`config.mk`:
```
export PLATFORM = sky130hd
export DESIGN_NAME = inst_dispatch_mc
export DESIGN_NICKNAME = d
export VERILOG_FILES = /design/src/rtl/inst_dispatch_pkg.sv /design/src/rtl/inst_dispatch_mc_dep_check.sv /design/src/rtl/inst_dispatch_mc.sv
export SDC_FILE = /design/constraint.sdc
export NUM_CORES = 1
export LEC_CHECK = 0
export ABC_AREA = 1
export BUFFER_PORTS_ARGS = -buffer_cell sky130_fd_sc_hd__buf_2
export CAP_MARGIN = 20
export CORE_MARGIN = 8
export CORE_UTILIZATION = 52
export DETAILED_ROUTE_END_ITERATION = 10
export HOLD_SLACK_MARGIN = 0.12
export PLACE_DENSITY = 0.86
export REMOVE_ABC_BUFFERS = 1
export SYNTH_ARGS = -nofsm -noshare
export SYNTH_HDL_FRONTEND = slang
export SYNTH_SLANG_ARGS = --single-unit
export TNS_END_PERCENT = 10
```
`constraint.sdc`:
```
create_clock -name clk -period 14 [get_ports clk]
set_clock_uncertainty 0.1 [all_clocks]
set_input_delay 0.7 -clock clk [delete_from_list [all_inputs] [get_ports clk]]
set_output_delay 0.7 -clock clk [all_outputs]
set_load 0.05 [all_outputs]
```
`src/rtl/inst_dispatch_pkg.sv`:
```
// Shared definitions for the multi-engine instruction dispatcher: opcodes,
// FSM state encoding and instruction field offsets.
package inst_dispatch_pkg;

  localparam int OP_COMP     = 0;
  localparam int OP_DMA_BASE = 1;

  // Instruction layout, LSB first: {payload, dep, type}.
  localparam int TYPE_LSB = 0;

  function automatic int dep_lsb(input int type_w);
    return TYPE_LSB + type_w;
  endfunction

  function automatic int payload_lsb(input int type_w, input int dep_w);
    return TYPE_LSB + type_w + dep_w;
  endfunction

  typedef enum logic [1:0] {
    S_IDLE,
    S_WAIT,
    S_ISSUE,
    S_GAP
  } state_t;

endpackage

```
`src/rtl/inst_dispatch_mc_dep_check.sv`:
```
// Combinational readiness check: the target engine class must be free and
// every engine named in the dependency mask must be idle.
module dep_check
  import inst_dispatch_pkg::*;
#(
  parameter int TYPE_W  = 4,
  parameter int NUM_DMA = 4,
  parameter int DEP_W   = 8
) (
  input  logic [TYPE_W-1:0]  op,
  input  logic [DEP_W-1:0]   dep,
  input  logic               comp_idle,
  input  logic [NUM_DMA-1:0] dma_idle,
  output logic               ready
);

  // Mask positions above the compute bit read as permanently idle.
  localparam logic [DEP_W-1:0] IGNORE_MASK = ~DEP_W'((1 << (NUM_DMA + 1)) - 1);

  logic [DEP_W-1:0] idle_vec;
  logic             deps_ok;
  logic             target_ok;

  assign idle_vec  = DEP_W'({comp_idle, dma_idle}) | IGNORE_MASK;
  assign deps_ok   = &(~dep | idle_vec);
  // All DMA engines share one DDR port, so any DMA issue needs every engine idle.
  assign target_ok = (op == TYPE_W'(OP_COMP)) ? comp_idle : &dma_idle;
  assign ready     = deps_ok & target_ok;

endmodule

```
`src/rtl/inst_dispatch_mc.sv`:
```
// Instruction dispatcher for one compute engine and NUM_DMA DDR engines.
// Optional perf counters are enabled by defining INST_DISPATCH_PERF_CNT_EN.
module inst_dispatch_mc
  import inst_dispatch_pkg::*;
#(
  parameter int INST_LEN  = 220,
  parameter int TYPE_W    = 4,
  parameter int NUM_DMA   = 4,
  parameter int DEP_W     = 8,
  parameter int SW_W      = 2,
  parameter int PAYLOAD_W = INST_LEN - TYPE_W - DEP_W
) (
  input  logic                 clk,
  input  logic                 rst_n,
  input  logic [INST_LEN-1:0]  instruct,
  input  logic                 inst_empty,
  output logic                 inst_req,
  input  logic                 comp_idle,
  output logic                 comp_conf,
  input  logic [NUM_DMA-1:0]   dma_idle,
  input  logic [NUM_DMA-1:0]   dma_wr,
  output logic [NUM_DMA-1:0]   dma_conf,
  output logic [PAYLOAD_W-1:0] payload,
  output logic [SW_W-1:0]      switch,
  output logic                 mig_type,
  output logic                 err_illegal,
  output logic                 busy
`ifdef INST_DISPATCH_PERF_CNT_EN
  ,
  output logic [31:0]          stall_cycles,
  output logic [31:0]          issue_count
`endif
);

  localparam int DEP_LSB = dep_lsb(TYPE_W);
  localparam int PAY_LSB = payload_lsb(TYPE_W, DEP_W);

  state_t                state, state_n;
  logic [INST_LEN-1:0]   inst_q;
  logic [TYPE_W-1:0]     op_q;
  logic [DEP_W-1:0]      dep_q;
  logic [PAYLOAD_W-1:0]  pay_q;
  logic                  legal, is_comp, ready, issue, wr_sel;
  logic [NUM_DMA-1:0]    dma_hot;
  logic [SW_W-1:0]       sw_next;

  assign op_q  = inst_q[TYPE_LSB +: TYPE_W];
  assign dep_q = inst_q[DEP_LSB +: DEP_W];
  assign pay_q = inst_q[PAY_LSB +: PAYLOAD_W];

  assign legal   = op_q <= TYPE_W'(NUM_DMA);
  assign is_comp = op_q == TYPE_W'(OP_COMP);
  assign issue   = (state == S_WAIT) && legal && ready;
  assign sw_next = SW_W'(op_q - TYPE_W'(OP_DMA_BASE));
  assign wr_sel  = |(dma_hot & dma_wr);
  assign busy    = state != S_IDLE;

  always_comb begin
    dma_hot = '0;
    for (int k = 0; k < NUM_DMA; k++)
      dma_hot[k] = (op_q == TYPE_W'(OP_DMA_BASE + k));
  end

  dep_check #(
    .TYPE_W  (TYPE_W),
    .NUM_DMA (NUM_DMA),
    .DEP_W   (DEP_W)
  ) u_dep_check (
    .op        (op_q),
    .dep       (dep_q),
    .comp_idle (comp_idle),
    .dma_idle  (dma_idle),
    .ready     (ready)
  );

  // NOTE: inst_q is a pure data holder, always written in S_IDLE before it is
  // decoded, so it carries no reset.
  always_ff @(posedge clk) begin
    if (state == S_IDLE && !inst_empty) inst_q <= instruct;
  end

  // NOTE: sequential state is updated with non-blocking assignments only, so
  // every always_ff reads the pre-edge values of the others.
  always_ff @(posedge clk) begin
    if (!rst_n) state <= S_IDLE;
    else        state <= state_n;
  end

  // NOTE: next state defaults to the current state before the case so no
  // path leaves state_n unassigned and no latch is inferred.
  always_comb begin
    state_n = state;
    unique case (state)
      S_IDLE:  if (!inst_empty) state_n = S_WAIT;
      S_WAIT: begin
        if (!legal)     state_n = S_GAP;
        else if (ready) state_n = S_ISSUE;
      end
      S_ISSUE: state_n = S_GAP;
      S_GAP:   state_n = S_IDLE;
      default: state_n = S_IDLE;
    endcase
  end

  // Pulses are registered on the WAIT decision so they appear in S_ISSUE/S_GAP.
  always_ff @(posedge clk) begin
    if (!rst_n) begin
      comp_conf   <= 1'b0;
      dma_conf    <= '0;
      inst_req    <= 1'b0;
      payload     <= '0;
      switch      <= '0;
      mig_type    <= 1'b0;
      err_illegal <= 1'b0;
    end else begin
      comp_conf <= 1'b0;
      dma_conf  <= '0;
      inst_req  <= 1'b0;
      if (state == S_WAIT && !legal) begin
        err_illegal <= 1'b1;
        inst_req    <= 1'b1;
      end else if (issue) begin
        inst_req <= 1'b1;
        payload  <= pay_q;
        if (is_comp) begin
          comp_conf <= 1'b1;
        end else begin
          dma_conf <= dma_hot;
          mig_type <= wr_sel;
          // Write engines do not use the read mux; keep it where it was.
          if (!wr_sel) switch <= sw_next;
        end
      end
    end
  end

`ifdef INST_DISPATCH_PERF_CNT_EN
  logic stall;
  assign stall = (state == S_WAIT) && legal && !ready;

  always_ff @(posedge clk) begin
    if (!rst_n) begin
      stall_cycles <= '0;
      issue_count  <= '0;
    end else begin
      if (stall && stall_cycles != '1) stall_cycles <= stall_cycles + 32'd1;
      if (issue && issue_count  != '1) issue_count  <= issue_count + 32'd1;
    end
  end
`endif

endmodule

```
# Yosys cells after proc, flatten, opt, wreduce, memory -nomap -nowiden
# Index checks and enable logic that the tools add are counted.
# classes
addsub	1
mul	0
div	0
n_lt_le_gt_ge	1
n_eq_ne	9
shift	0
mux	8
bitwise_logic	9
reduce_logical	18
# ops
op	n
4-bit by 2-bit equality test with 1-bit output, second input constant	2
8-bit NOT	1
8-bit bitwise OR	1
2-bit case mux with 4 select lines	1
4-bit AND reduction	2
8-bit AND reduction	1
4-bit OR reduction	2
2-bit two-way mux	3
1-bit NOT	5
4-bit AND	1
2-bit equality test, second input constant	2
4-bit by 1-bit equality test with 1-bit output, second input constant	1
4-bit by 3-bit equality test with 1-bit output, second input constant	1
4-bit by 3-bit less-or-equal comparator with 1-bit output, second input constant	1
1-bit logical AND	4
4-bit logical NOT	1
1-bit two-way mux	4
2-bit AND reduction	2
3-bit != test, second input constant	1
3-bit AND reduction	1
3-bit OR reduction	1
2-bit by 1-bit equality test with 1-bit output, second input constant	1
1-bit logical NOT	2
2-bit logical NOT	1
other kinds (4)	4
# word_totals
regBits	440
latch_bits	0
ramBits	0
mem_bits_ro	0
in_bits	232
out_inout_bits	219
elab_cells	55
mem_count	0

# Longest topological paths before layout
# Gate-level depths: netlist (run 1).
# depth
depth_word	7
mapped_depth	11
mapped_depth_nobuf	11

# Hierarchy
# From an unflattened synthesis (run 1), not the netlist that was laid out.
# unflattened
hier_cells	1225
area_unflattened_um2	14456.4
# by_module_without_submodules
module	n_inst	cells_per_inst	area_each_um2	seq_area_each_um2
inst_dispatch_mc	1	1202	14361.3	11010.6
dep_check	1	23	95.1	0.0

# Worst setup path before layout (run 1)
# OpenSTA, ideal clock, no wires.
# synth_path
path_kind	register -> register
start	register state[0]
end	register inst_q[0] (enable)
setup_time_ns	0.799
t_arrival_ns	9.867
t_required_ns	13.101
setup_slack_ns	3.234
path_stages_with_launch	5
path_buffers	0
synth_period_minus_slack_ns	10.766
cell_sequence	dfxtp_1 -> inv_1 -> ha_1 -> inv_1 -> nor2_1
# synth_between
elab_chain_cells	2
# synth_lines
item	line_no	rtl
from (decl)	inst_dispatch_mc.sv:38	state_t state, state_n;
from (signal assigned)	inst_dispatch_mc.sv:86	else state <= state_n;
2-bit logical NOT	inst_dispatch_mc.sv:79	if (state == S_IDLE && !inst_empty) inst_q <= instruct;
1-bit logical AND	inst_dispatch_mc.sv:79	
to (signal assigned)	inst_dispatch_mc.sv:79	
to (decl)	inst_dispatch_mc.sv:39	logic [INST_LEN-1:0] inst_q;
# Every way passes these cells.
# A chain may end at the register's enable or synchronous reset.

# Worst setup path after layout (run 1)
# layout_path
start	register inst_q[0]
end	register payload[166]
# layout_between
elab_chain_cells	5
elab_cells_between_ends	10
cone_classes	order compare (1); mux (1); bitwise (2); reduce/logical (6)
# layout_lines
item	line_no	rtl
4-bit by 3-bit less-or-equal comparator with 1-bit output or 4-bit logical NOT (tied branches)	inst_dispatch_mc.sv:51, inst_dispatch_mc_dep_check.sv:27	
1-bit logical NOT or 1-bit two-way mux (tied branches)	inst_dispatch_mc.sv:119, inst_dispatch_mc_dep_check.sv:27	
1-bit logical AND or 1-bit AND (tied branches)	inst_dispatch_mc.sv:119, inst_dispatch_mc_dep_check.sv:28	
1-bit NOT (no source line) or 1-bit logical AND (tied branches)	-	
2-bit AND reduction (no source line) *	-	
to (signal assigned)	inst_dispatch_mc.sv:124	payload <= pay_q;
to (decl)	inst_dispatch_mc.sv:23	output logic [PAYLOAD_W-1:0] payload,
# Every way passes the cells marked *; elsewhere a longest branch is shown, timed or not.

==> qor.yml, run 1 <==
timing:
  final-max-slew-violation-count: 0
  report.final.setup_viol: 0
  rsz0062_at_grt: "false"
  final.min_clock_period_ps: 3700
  hold-worst-slack_ps: 236
  worst-slew-pin-transition_ps: 1090
  slew_headroom_pct: 27.4
  postLayoutSetupSlackWorst_ps: 10300
  fin_crit_sh_pct: 26.4
  highest_attainable_clock_frequency_mhz: 271
  finalHoldViolCount: 0
  fin_tns_setup_ps: 0
place:
  pre_cts_ws_ps: 10390
  gp_congestion: 0.807
  dp.final_hpwl_um: 26900
  place.port_buffers: 447
power:
  vdd_drop_max_mv: 0.125
  clkPwrFrac_pct: 39.1
  p_per_area_nw_per_um2: 155
  internal_power_uw: 2320
  switching_share_pct: 25.3
  p_switching_uw: 788
  total_leakage_power_uw: 0.00745
  pwr-share-seq_pct: 50.9
  power_frac_comb_pct: 10.1
layout:
  final_util_pct: 64.0
  layout.filler_cells: 2292
  synthToLayoutAreaGrowth_pct: 22.2
  drive_above_1_share_pct: 48.3
  fin_nets: 1913
cts:
  cts_post_setup_buffers_inserted: 0
  cts.hold.buffers_added: 0
  post_cts.resized_instances: 0
  tritoncts: "built"
  maximum_buffer_depth_of_the_clock_tree: 3
  clock_input_transition_at_the_sequential_cells_of_the_worst_setup_and_hold_paths_ps: 60
  insertion_delay_ps: 530
  tritoncts_num_sinks: 437
  root_buffer_master: "clkbuf_16"
  numCtsBuffers: 44
  cts_h_tree_depth: 2
worst_setup_path:
  setup.reg_to_reg.worst_slack_ps: 10300
  rr_startpoint: "inst_q[0]$_DFFE_PP_"
  worstPathArrival_ps: 4040
  rr_endpoint: "payload[166]$_SDFFE_PN0P_"
  crit_slowest_cell: "buf_4"
  worstSetupEndpoint: "payload[166]$_SDFFE_PN0P_"
  worstPathCellList: "inv_1, ha_1, inv_1, nor2_2, nor2_1, nor2_4, buf_12, buf_4, nand3_1, a21oi_1"
  critical-path-max-stage-delay_ps: 900
  critPathMostFrequentCell: "inv_1"
  worst-path-max-fanout: 151
  timing.critical_path.depth: 10
  worstSetupStartpoint: "inst_q[0]$_DFFE_PP_"
  critical_path.n_buffers_inverters: 4
  critical_path_class: "reg -> reg"
  reg2regPathDepth: 10
  cp-start-kind: "flop"
  required_ps: 14350
  timing.critical_path.to_type: "flop"
  critPathTopFamily: "buffers and inverters"
die:
  design.core.area_um2: 31300
  dieWidth_um: 194
  initial_utilization_pct: 52.3
  dieHeight_um: 194
  std_cell_rows: 65
  floorplan.io_pins: 451
  die-area_um2: 37500
synthesis:
  synth.yosys.warnings: 0
  synth.lib_cells_used.distinct: 23
  ys_flop_type: "dfxtp_1"
  synth_adder_area_share_pct: 0.534
  netlist_area_um2: 16400
  synth_edf_count: 217
  synth_compound_area_share_pct: 8.90
  synth_mux_area_share_pct: 0
  synth.yosys.seq_area_share_pct: 66.6
  synth_area_per_cell_um2: 13.0
  area_share_of_xor_xnor_cells_in_the_synthesized_design_pct: 0
  postSynth.asyncResetShare_pct: 0
  yosysTopAreaCell: "edfxtp_1"
  yosys-top-cells-area: "edfxtp_1 (40%), dfxtp_1 (27%), nand3_2 (11%)"
  ys_ff_latch: 437
  synth_top_area_share_pct: 39.8
  synth_simple_gate_area_share_pct: 18.7
  synthesis.instances: 1261
  dominant_combinational_cell_family_by_area_after_synthesis: "simple AND/OR/NAND/NOR gates"
job:
  max_cap_viol_count: 0
drt:
  vias_per_cell: 5.28
  post_drt_wl_per_cell_um: 19.9
  route.detailed.drc: 0
  dr.first_iter.drc_count: 624
  route.antenna.remaining_nets: 0
  detail_route.wirelength_um: 42200
  drt_pre_antenna_iters: 5
  detailroute.via_count: 11200
grt:
  grt_pass1_vias: 11800
  grt_remaining_overflow: 0
  grt_antenna_before_repair: 13
  first_pass_grt_wire_length_um: 64700
  groute.usage.overall_pct: 21.4
  grt_start_max_net_pins: 152
min_path:
  hold_path_startpoint: "instruct[83]"
  hold_path_class: "in -> reg"
status:
  status: "finished clean"
-- placed cells by master (no fill, tap or decap), types with 7 or more instances in the layout --
master / synthesis / routed
a21oi_1: 111 / 111
buf_4: 20 / 12
buf_2: 21 / 447
nand3_1: 34 / 34
clkbuf_1: 30 / 9
diode_2: 0 / 11
inv_1: 22 / 22
clkbuf_16: 0 / 45
nand3_2: 184 / 183
a21oi_2: 102 / 102
clkinv_2: 0 / 10
ha_1: 7 / 7
nand2_1: 241 / 241
edfxtp_1: 217 / 217
nor2_1: 16 / 15
dfxtp_1: 220 / 220
-- flip-flops by register name, indices dropped and copies added, names as in the netlist --
signal       flops
mig_type         1
comp_conf        1
inst_q         217
switch           2
err_illegal      1
state            2
dma_conf         4
inst_req         1
payload        208
-- cell usage after synthesis (2+ instances only) --
cell type and number:
a21oi_1 111, clkbuf_1 30, nor2_4 3, dfxtp_1 220, nand4_1 3, inv_1 22
buf_12 18, ha_1 7, nand2_1 241, nand2_2 2, nor2_1 16, o21ai_0 2
buf_8 3, a21oi_2 102, edfxtp_1 217, nor3_1 2, buf_4 20, buf_2 21
nand3_2 184, nand3_1 34
-- routing by layer --
| layer | up-vias | track usage, % | part of all wire [%] |
|---|---|---|---|
| met5 | - | 0 | 0.059 |
| met1 | 5408 | 24.3 | 37 |
| met3 | 112 | 7.13 | 8.8 |
| li1 | 5229 | - | - |
| met2 | 464 | 36.2 | 49 |
| met4 | 4 | 9.92 | 4.5 |
-- final cells by class --
type | count | area [um^2] | area share, %
repair buffers | 460 | 2350 | 11.7
well taps | 402 | 503 | 2.51
multi-input cells | 708 | 4620 | 23.1
inverters | 23 | 93.8 | 0.469
clock buffers | 60 | 1240 | 6.20
diodes | 11 | 27.5 | 0.137
flip-flops and latches | 437 | 10900 | 54.5
clock inverters | 22 | 275 | 1.37
-- stage by stage --
step / area [um^2] / power [uW] / std cells
final: 20000 / 3110 / 2123
after global routing: 20000 / 3220 / 2121
after CTS: 20000 / 3130 / 2112
after detailed placement: 18500 / 1920 / 2030
after global placement: 18500 / 1910 / 2030
after floorplan: 15600 / 1860 / 1168
-- power by group through the flow --
stage	clock network (uW)	registers (uW)	logic, uW
floorplan	0	1680	180
global placement	0	1600	311
detailed placement	0	1610	317
CTS	1240	1580	318
global route	1290	1590	339
finish	1210	1580	313
-- how the worst min path moves through the flow --
stage / cells after the start / end
after floorplan: 2 / state[1]$_SDFFE_PN0P_
after global placement: 2 / mig_type$_SDFFE_PN0P_
after detailed placement: 2 / mig_type$_SDFFE_PN0P_
after CTS: 1 / inst_q[126]$_DFFE_PP_
after global routing: 1 / inst_q[86]$_DFFE_PP_
final: 1 / inst_q[83]$_DFFE_PP_
-- cells by family (layout without fill, tap and decap cells) --
kind of cell	after synthesis	in the layout
adder cells (fa/ha/maj)	7	7
AO/OA/AOI/OAI	215	215
flip-flops	437	437
AND/OR/NAND/NOR	486	486
other	0	11
buffers and inverters	116	565
-- worst register-to-register path: stages, from the launching register on --
cell	delay [ps]
edfxtp_1	440
inv_1	120
ha_1	230
inv_1	70
nor2_2	120
nor2_1	100
nor2_4	160
buf_12	710
buf_4	1120
nand3_1	240
a21oi_1	220
Note: power is estimated with default switching activity, not from simulation.
==> run 2: changes to the inputs <==
ABC_AREA = 0   (was 1)
CORE_UTILIZATION = 47   (was 52)
PLACE_DENSITY = 0.83   (was 0.86)
clock period = 3.2 ns   (was 14 ns; I/O delays follow)
==> qor.yml, run 2 <==
synthesis:
  synth_area_per_cell_um2: 12.4  # -4.5%
  postSynth.asyncResetShare_pct: 0  # unchanged
  synth_edf_count: 217  # unchanged
  most_frequently_used_cell_type_in_the_post_synthesis_netlist: "dfxtp_1"
  synth_top_area_share_pct: 40.5  # +0.73 points
  synth.lib_cells_used.distinct: 36  # +57%
  synth.yosys.warnings: 0  # unchanged
  synthesis.instances: 1296  # +2.8%
  synthTopCellsByCount: "dfxtp_1 (220), edfxtp_1 (217), a21oi_1 (212), nand4_1 (209), o31ai_1 (208)"
  ys_flop_type: "dfxtp_1"
  yosysTopAreaCell: "edfxtp_1"
  ys_ff_latch: 437  # unchanged
  synth.yosys.seq_area_share_pct: 67.9  # +1.2 points
  yosys-top-cells-area: "edfxtp_1 (40%), dfxtp_1 (27%), o31ai_1 (9.7%)"
  netlist_area_um2: 16100  # -1.8%
grt:
  grt_start_max_net_pins: 105  # -31%
  use_met2_pct: 45.6  # +9.4 points
  first_pass_grt_wire_length_um: 88100  # +36%
  groute.usage.overall_pct: 27.0  # +5.7 points
  grt_util_met3_pct: 6.94  # -0.19 points
  grt_pass1_vias: 15000  # +27%
  layer_with_the_highest_usage: "met2"
  grt_antenna_before_repair: 8  # -5
  groute.layer.met1.usage_pct: 30.9  # +6.7 points
  grt_remaining_overflow: 0  # unchanged
drt:
  detailroute.via_count: 14800  # +32%
  vias_per_cell: 6.20  # +17%
  route.detailed.drc: 0  # unchanged
  dr.first_iter.drc_count: 1587  # +150%
  post_drt_wl_per_cell_um: 24.6  # +23%
  drt_pre_antenna_iters: 5  # unchanged
  route.antenna.remaining_nets: 0  # unchanged
  detail_route.wirelength_um: 58600  # +39%
layout:
  fin_nets: 2132  # +11%
  stdcell_area_um2: 22500  # +12%
  layout.filler_cells: 2152  # -6.1%
  most_flop_heavy_register: "inst_q"
  largest_reg_flops: 217  # unchanged
  synthToLayoutAreaGrowth_pct: 39.8
  multiInputGateArea_um2: 4470  # -3.3%
  regArea_um2: 10900  # unchanged
  drive_above_1_share_pct: 29.6  # -19 points
  layout_top_registers: "inst_q (217), payload (208), dma_conf (4)"
  commonest_non_fill_non_tap_cells_in_the_layout: "buf_2 (447), dfxtp_1 (220), dlygate4sd3_1 (220), edfxtp_1 (217), a21oi_1 (212)"
  layout.cells.most_common: "buf_2"
power:
  p_per_area_nw_per_um2: 648  # +320%
  total_leakage_power_uw: 0.00856  # +15%
  totalPowerFinal_uw: 14600  # +370%
  vdd_drop_max_mv: 0.606  # +380%
die:
  floorplan.io_pins: 451  # unchanged
  design.core.area_um2: 33600  # +7.4%
  initial_utilization_pct: 47.9  # -4.5 points
  dieHeight_um: 201  # +3.9%
  dieWidth_um: 201  # +3.9%
  die-area_um2: 40400  # +7.9%
  std_cell_rows: 67  # +3.1%
timing:
  rsz0062_at_grt: "false"
  final-max-slew-violation-count: 0  # unchanged
  worst-slew-pin-transition_ps: 818  # -271 ps
  finalHoldViolCount: 0  # unchanged
  final.min_clock_period_ps: 3080  # -621 ps
  fin_crit_sh_pct: 96.1  # +70 points
  highest_attainable_clock_frequency_mhz: 325  # +20%
  slew_headroom_pct: 45.5  # +18 points
  report.final.setup_viol: 0  # unchanged
cts:
  clock_input_transition_at_the_sequential_cells_of_the_worst_setup_and_hold_paths_ps: 70  # about the same
  tritoncts: "built"
  numCtsBuffers: 44  # unchanged
  maximum_buffer_depth_of_the_clock_tree: 3  # unchanged
  root_buffer_master: "clkbuf_16"
  insertion_delay_ps: 570  # +40 ps
  cts_h_tree_depth: 2  # unchanged
  tritoncts_num_sinks: 437  # unchanged
worst_setup_path:
  timing.critical_path.to_type: "flop"
  worstPathArrival_ps: 3480  # -560 ps
  cp-start-kind: "flop"
  worst-path-max-fanout: 34  # -77%
  required_ps: 3600  # -10750 ps
  critical_path_class: "reg -> reg"
place:
  place.port_buffers: 447  # unchanged
  gp_congestion: 0.802  # -0.63%
  dp.final_hpwl_um: 31200  # +16%
  placed_area_um2: 18800  # +1.7%
min_path:
  hold_path_class: "in -> reg"
status:
  status: "finished clean"
job:
  max_cap_viol_count: 0  # unchanged
==> run 2: changes by cell type after synthesis, moves of 8 or more <==
cell / previous run / this run
nand3_2: 184 / 0
buf_12: 18 / 0
a21oi_2: 102 / 0
a21oi_1: 111 / 212
inv_1: 22 / 14
buf_2: 21 / 66
nand2_1: 241 / 8
o31ai_1: 0 / 208
nor2_1: 16 / 2
nand3_1: 34 / 2
clkbuf_1: 30 / 82
nand4_1: 3 / 209
==> run 2: area by class of cell <==
cell class / count / area share (%)
diodes: 8 / 0.0890
flip-flops and latches: 437 / 48.5
clock inverters: 15 / 0.706
inverters: 14 / 0.256
clock buffers: 66 / 5.67
repair buffers: 713 / 22.4
well taps: 448 / 2.49
multi-input cells: 683 / 19.9
==> run 2: worst paths after layout <==
kind	cells after the start	end	from	slack, ps
min	2	inst_q[62]$_DFFE_PP_	instruct[62]	200
max reg2reg	7	state[0]$_SDFFE_PN0P_	inst_q[0]$_DFFE_PP_	120
min reg2reg	2	payload[180]$_SDFFE_PN0P_	payload[180]$_SDFFE_PN0P_	360
max	7	state[0]$_SDFFE_PN0P_	inst_q[0]$_DFFE_PP_	120
==> run 2: power breakdown <==
group / switching [uW] / internal (uW)
logic: 1710 / 668
registers: 240 / 6770
clock network: 2190 / 3000
==> run 2: metal layers <==
metal  vias to the layer above  wire, um  share of wire, %
met2                      1154     28900                49
met3                       212      6300                11
met1                      7101     20000                34
met5                         -         9             0.015
met4                         2      3330               5.7
li1                       6314         -                 -
==> run 2: per-stage QoR <==
stage | setup WS [ps] | utilization [%] | hold WS, ps | TNS (ps) | instances
after floorplan | -7550 | - | 159 | -3048530 | 1133
after global placement | 454 | 55.9 | 236 | 0 | 2071
after detailed placement | 276 | 55.9 | 238 | 0 | 2071
after CTS | 40.3 | 66.7 | 163 | 0 | 2372
after global routing | 13.2 | 66.9 | 185 | 0 | 2384
final | 124 | 66.9 | 197 | 0 | 2384
==> run 2: worst max-delay path, stage by stage (launching register included) <==
cell	delay [ps]
edfxtp_1	430
inv_1	130
ha_1	280
nor3b_4	350
mux2_8	560
o31ai_4	360
mux2i_1	230
dlygate4sd3_1	560
==> run 2: cell families after synthesis <==
family                   after synthesis  share of synthesized area (%)
AND/OR/NAND/NOR                      238                           9.29
multiplexers                           6                          0.404
AO/OA/AOI/OAI                        431                           16.9
buffers and inverters                177                           4.99
flip-flops                           437                           67.9
adder cells (fa/ha/maj)                7                          0.544
==> run 2: timing repair <==
action / 4_1_cts / 5_1_grt
setup buffers: 0 / 3
setup endpoints to repair: 0 / 1
endpoints found under the hold margin: 249 / 0
resized for setup: 0 / 1
hold buffers: 220 / 0
==> run 3: changes to the inputs <==
CORE_UTILIZATION = 46   (was 47)
PLACE_DENSITY = 0.75   (was 0.83)
SYNTH_HIERARCHICAL = 1   (was unset)
==> qor.yml, run 3 <==
worst_setup_path:
  worst-path-max-fanout: 51  # +50%
  required_ps: 3570  # -30 ps
  critical-path-max-stage-delay_ps: 590  # +30 ps
  critPathTopFamily: "buffers and inverters"
  timing.critical_path.to_type: "flop"
  worstPathCellList: "inv_1, o22ai_1, dlygate4sd3_1, a2111oi_4, nand2_1, buf_4, nor3_4, buf_12, buf_12, nand2_1, a21oi_2"
  worstPathArrival_ps: 3330  # -150 ps
  rr_startpoint: "inst_q[7]$_DFFE_PP_"
  worstSetupStartpoint: "inst_q[7]$_DFFE_PP_"
  crit_slowest_cell: "dlygate4sd3_1"
  critical_path_class: "reg -> reg"
  critical_path.n_buffers_inverters: 5  # +3
  cp-start-kind: "flop"
layout:
  most_flop_heavy_register: "inst_q"
  layout_top_registers: "inst_q (217), payload (208), dma_conf (4)"
  synthToLayoutAreaGrowth_pct: 43.2
  fin_nets: 2122  # -0.47%
  drive_above_1_share_pct: 39.1  # +9.4 points
  layout.cells.most_common: "buf_2"
  largest_reg_flops: 217  # unchanged
  final_util_pct: 66.5  # -0.37 points
  stdcell_area_um2: 21500  # -4.5%
  commonest_non_fill_non_tap_cells_in_the_layout: "buf_2 (447), nand2_1 (325), dlygate4sd3_1 (228), dfxtp_1 (220), edfxtp_1 (217)"
synthesis:
  synthesis.instances: 1200  # -7.4%
  synth.yosys.warnings: 6  # +6
  synth_area_per_cell_um2: 12.5  # +0.69%
  netlist_area_um2: 15000  # -6.8%
place:
  dp.final_hpwl_um: 27400  # -12%
  placed_area_um2: 17800  # -5.3%
  place.port_buffers: 447  # unchanged
  gp_congestion: 0.820  # +2.3%
cts:
  root_buffer_master: "clkbuf_16"
  numCtsBuffers: 44  # unchanged
  cts_h_tree_depth: 2  # unchanged
  insertion_delay_ps: 540  # -30 ps
  maximum_buffer_depth_of_the_clock_tree: 3  # unchanged
  clock_input_transition_at_the_sequential_cells_of_the_worst_setup_and_hold_paths_ps: 60  # about the same
  tritoncts: "built"
  tritoncts_num_sinks: 437  # unchanged
grt:
  first_pass_grt_wire_length_um: 70200  # -20%
  grt_remaining_overflow: 0  # unchanged
  groute.usage.overall_pct: 22.8  # -4.3 points
  grt_pass1_vias: 12700  # -15%
  grt_antenna_before_repair: 5  # -3
  grt_start_max_net_pins: 73  # -30%
timing:
  report.final.setup_viol: 0  # unchanged
  hold-worst-slack_ps: 218  # +21.3 ps
  slew_headroom_pct: 57.5  # +12 points
  highest_attainable_clock_frequency_mhz: 338  # +3.8%
  final.min_clock_period_ps: 2960  # -114 ps
  final-max-slew-violation-count: 0  # unchanged
  worst-slew-pin-transition_ps: 637  # -181 ps
  finalHoldViolCount: 0  # unchanged
  fin_crit_sh_pct: 92.6  # -3.6 points
  rsz0062_at_grt: "false"
  fin_tns_setup_ps: 0  # unchanged
die:
  floorplan.io_pins: 451  # unchanged
  dieHeight_um: 197  # -2.2%
  initial_utilization_pct: 46.5  # -1.4 points
  die-area_um2: 38600  # -4.4%
  std_cell_rows: 66  # -1.5%
  dieWidth_um: 197  # -2.2%
  design.core.area_um2: 32300  # -3.9%
status:
  status: "finished clean"
power:
  total_leakage_power_uw: 0.00845  # -1.3%
  p_per_area_nw_per_um2: 618  # -4.6%
  totalPowerFinal_uw: 13300  # -8.9%
  vdd_drop_max_mv: 0.479  # -21%
drt:
  post_drt_wl_per_cell_um: 19.2  # -22%
  drt_pre_antenna_iters: 5  # unchanged
  detailroute.via_count: 11800  # -21%
  dr.first_iter.drc_count: 610  # -62%
  detail_route.wirelength_um: 45400  # -22%
  route.antenna.remaining_nets: 0  # unchanged
  vias_per_cell: 4.97  # -20%
  route.detailed.drc: 0  # unchanged
min_path:
  hold_path_class: "in -> reg"
  hold_path_startpoint: "instruct[38]"
job:
  max_cap_viol_count: 0  # unchanged
[run 3: final cells by class]
cell class                 instances  area, um^2
fill                            2157       10800
inverter                          14        60.1
antenna                            6        15.0
clock inverter                    19         146
clock buffer                      62        1240
tap                              442         553
sequential                       437       10900
timing repair buffer             707        4900
multi-input combinational        679        3650
[run 3: layer usage]
metal / global-route usage (%) / up-vias / wire [um]
li1: - / 5426 / -
met1: 25.7 / 5603 / 16500
met2: 39.6 / 586 / 22700
met3: 6.46 / 137 / 4100
met4: 10.5 / 0 / 2100
met5: 0 / - / 0
[run 3: report_power, final]
group | internal [uW] | switching (uW)
clock network | 2870 | 2090
logic | 512 | 864
registers | 6740 | 205
[run 3: path summary, 6_finish.rpt]
path,slack [ps],cells past startpoint,end
worst max-delay path,240,11,payload[176]$_SDFFE_PN0P_
worst min-delay path,220,2,inst_q[38]$_DFFE_PP_
worst max register to register,240,11,payload[176]$_SDFFE_PN0P_
worst min register to register,350,2,payload[44]$_SDFFE_PN0P_
[run 3: metrics by stage]
stage	setup WS, ps	instances
2_1_floorplan	-7570	1130
3_3_place_gp	356	2051
3_5_place_dp	298	2051
4_1_cts	234	2360
5_1_grt	39.5	2364
6_report	238	2366
[run 3: repair_timing]
item,in CTS,in global routing
hold endpoints to repair,238,0
gates resized for setup,0,1
setup buffers,0,0
endpoints found under the setup margin,0,37
hold buffers,228,0
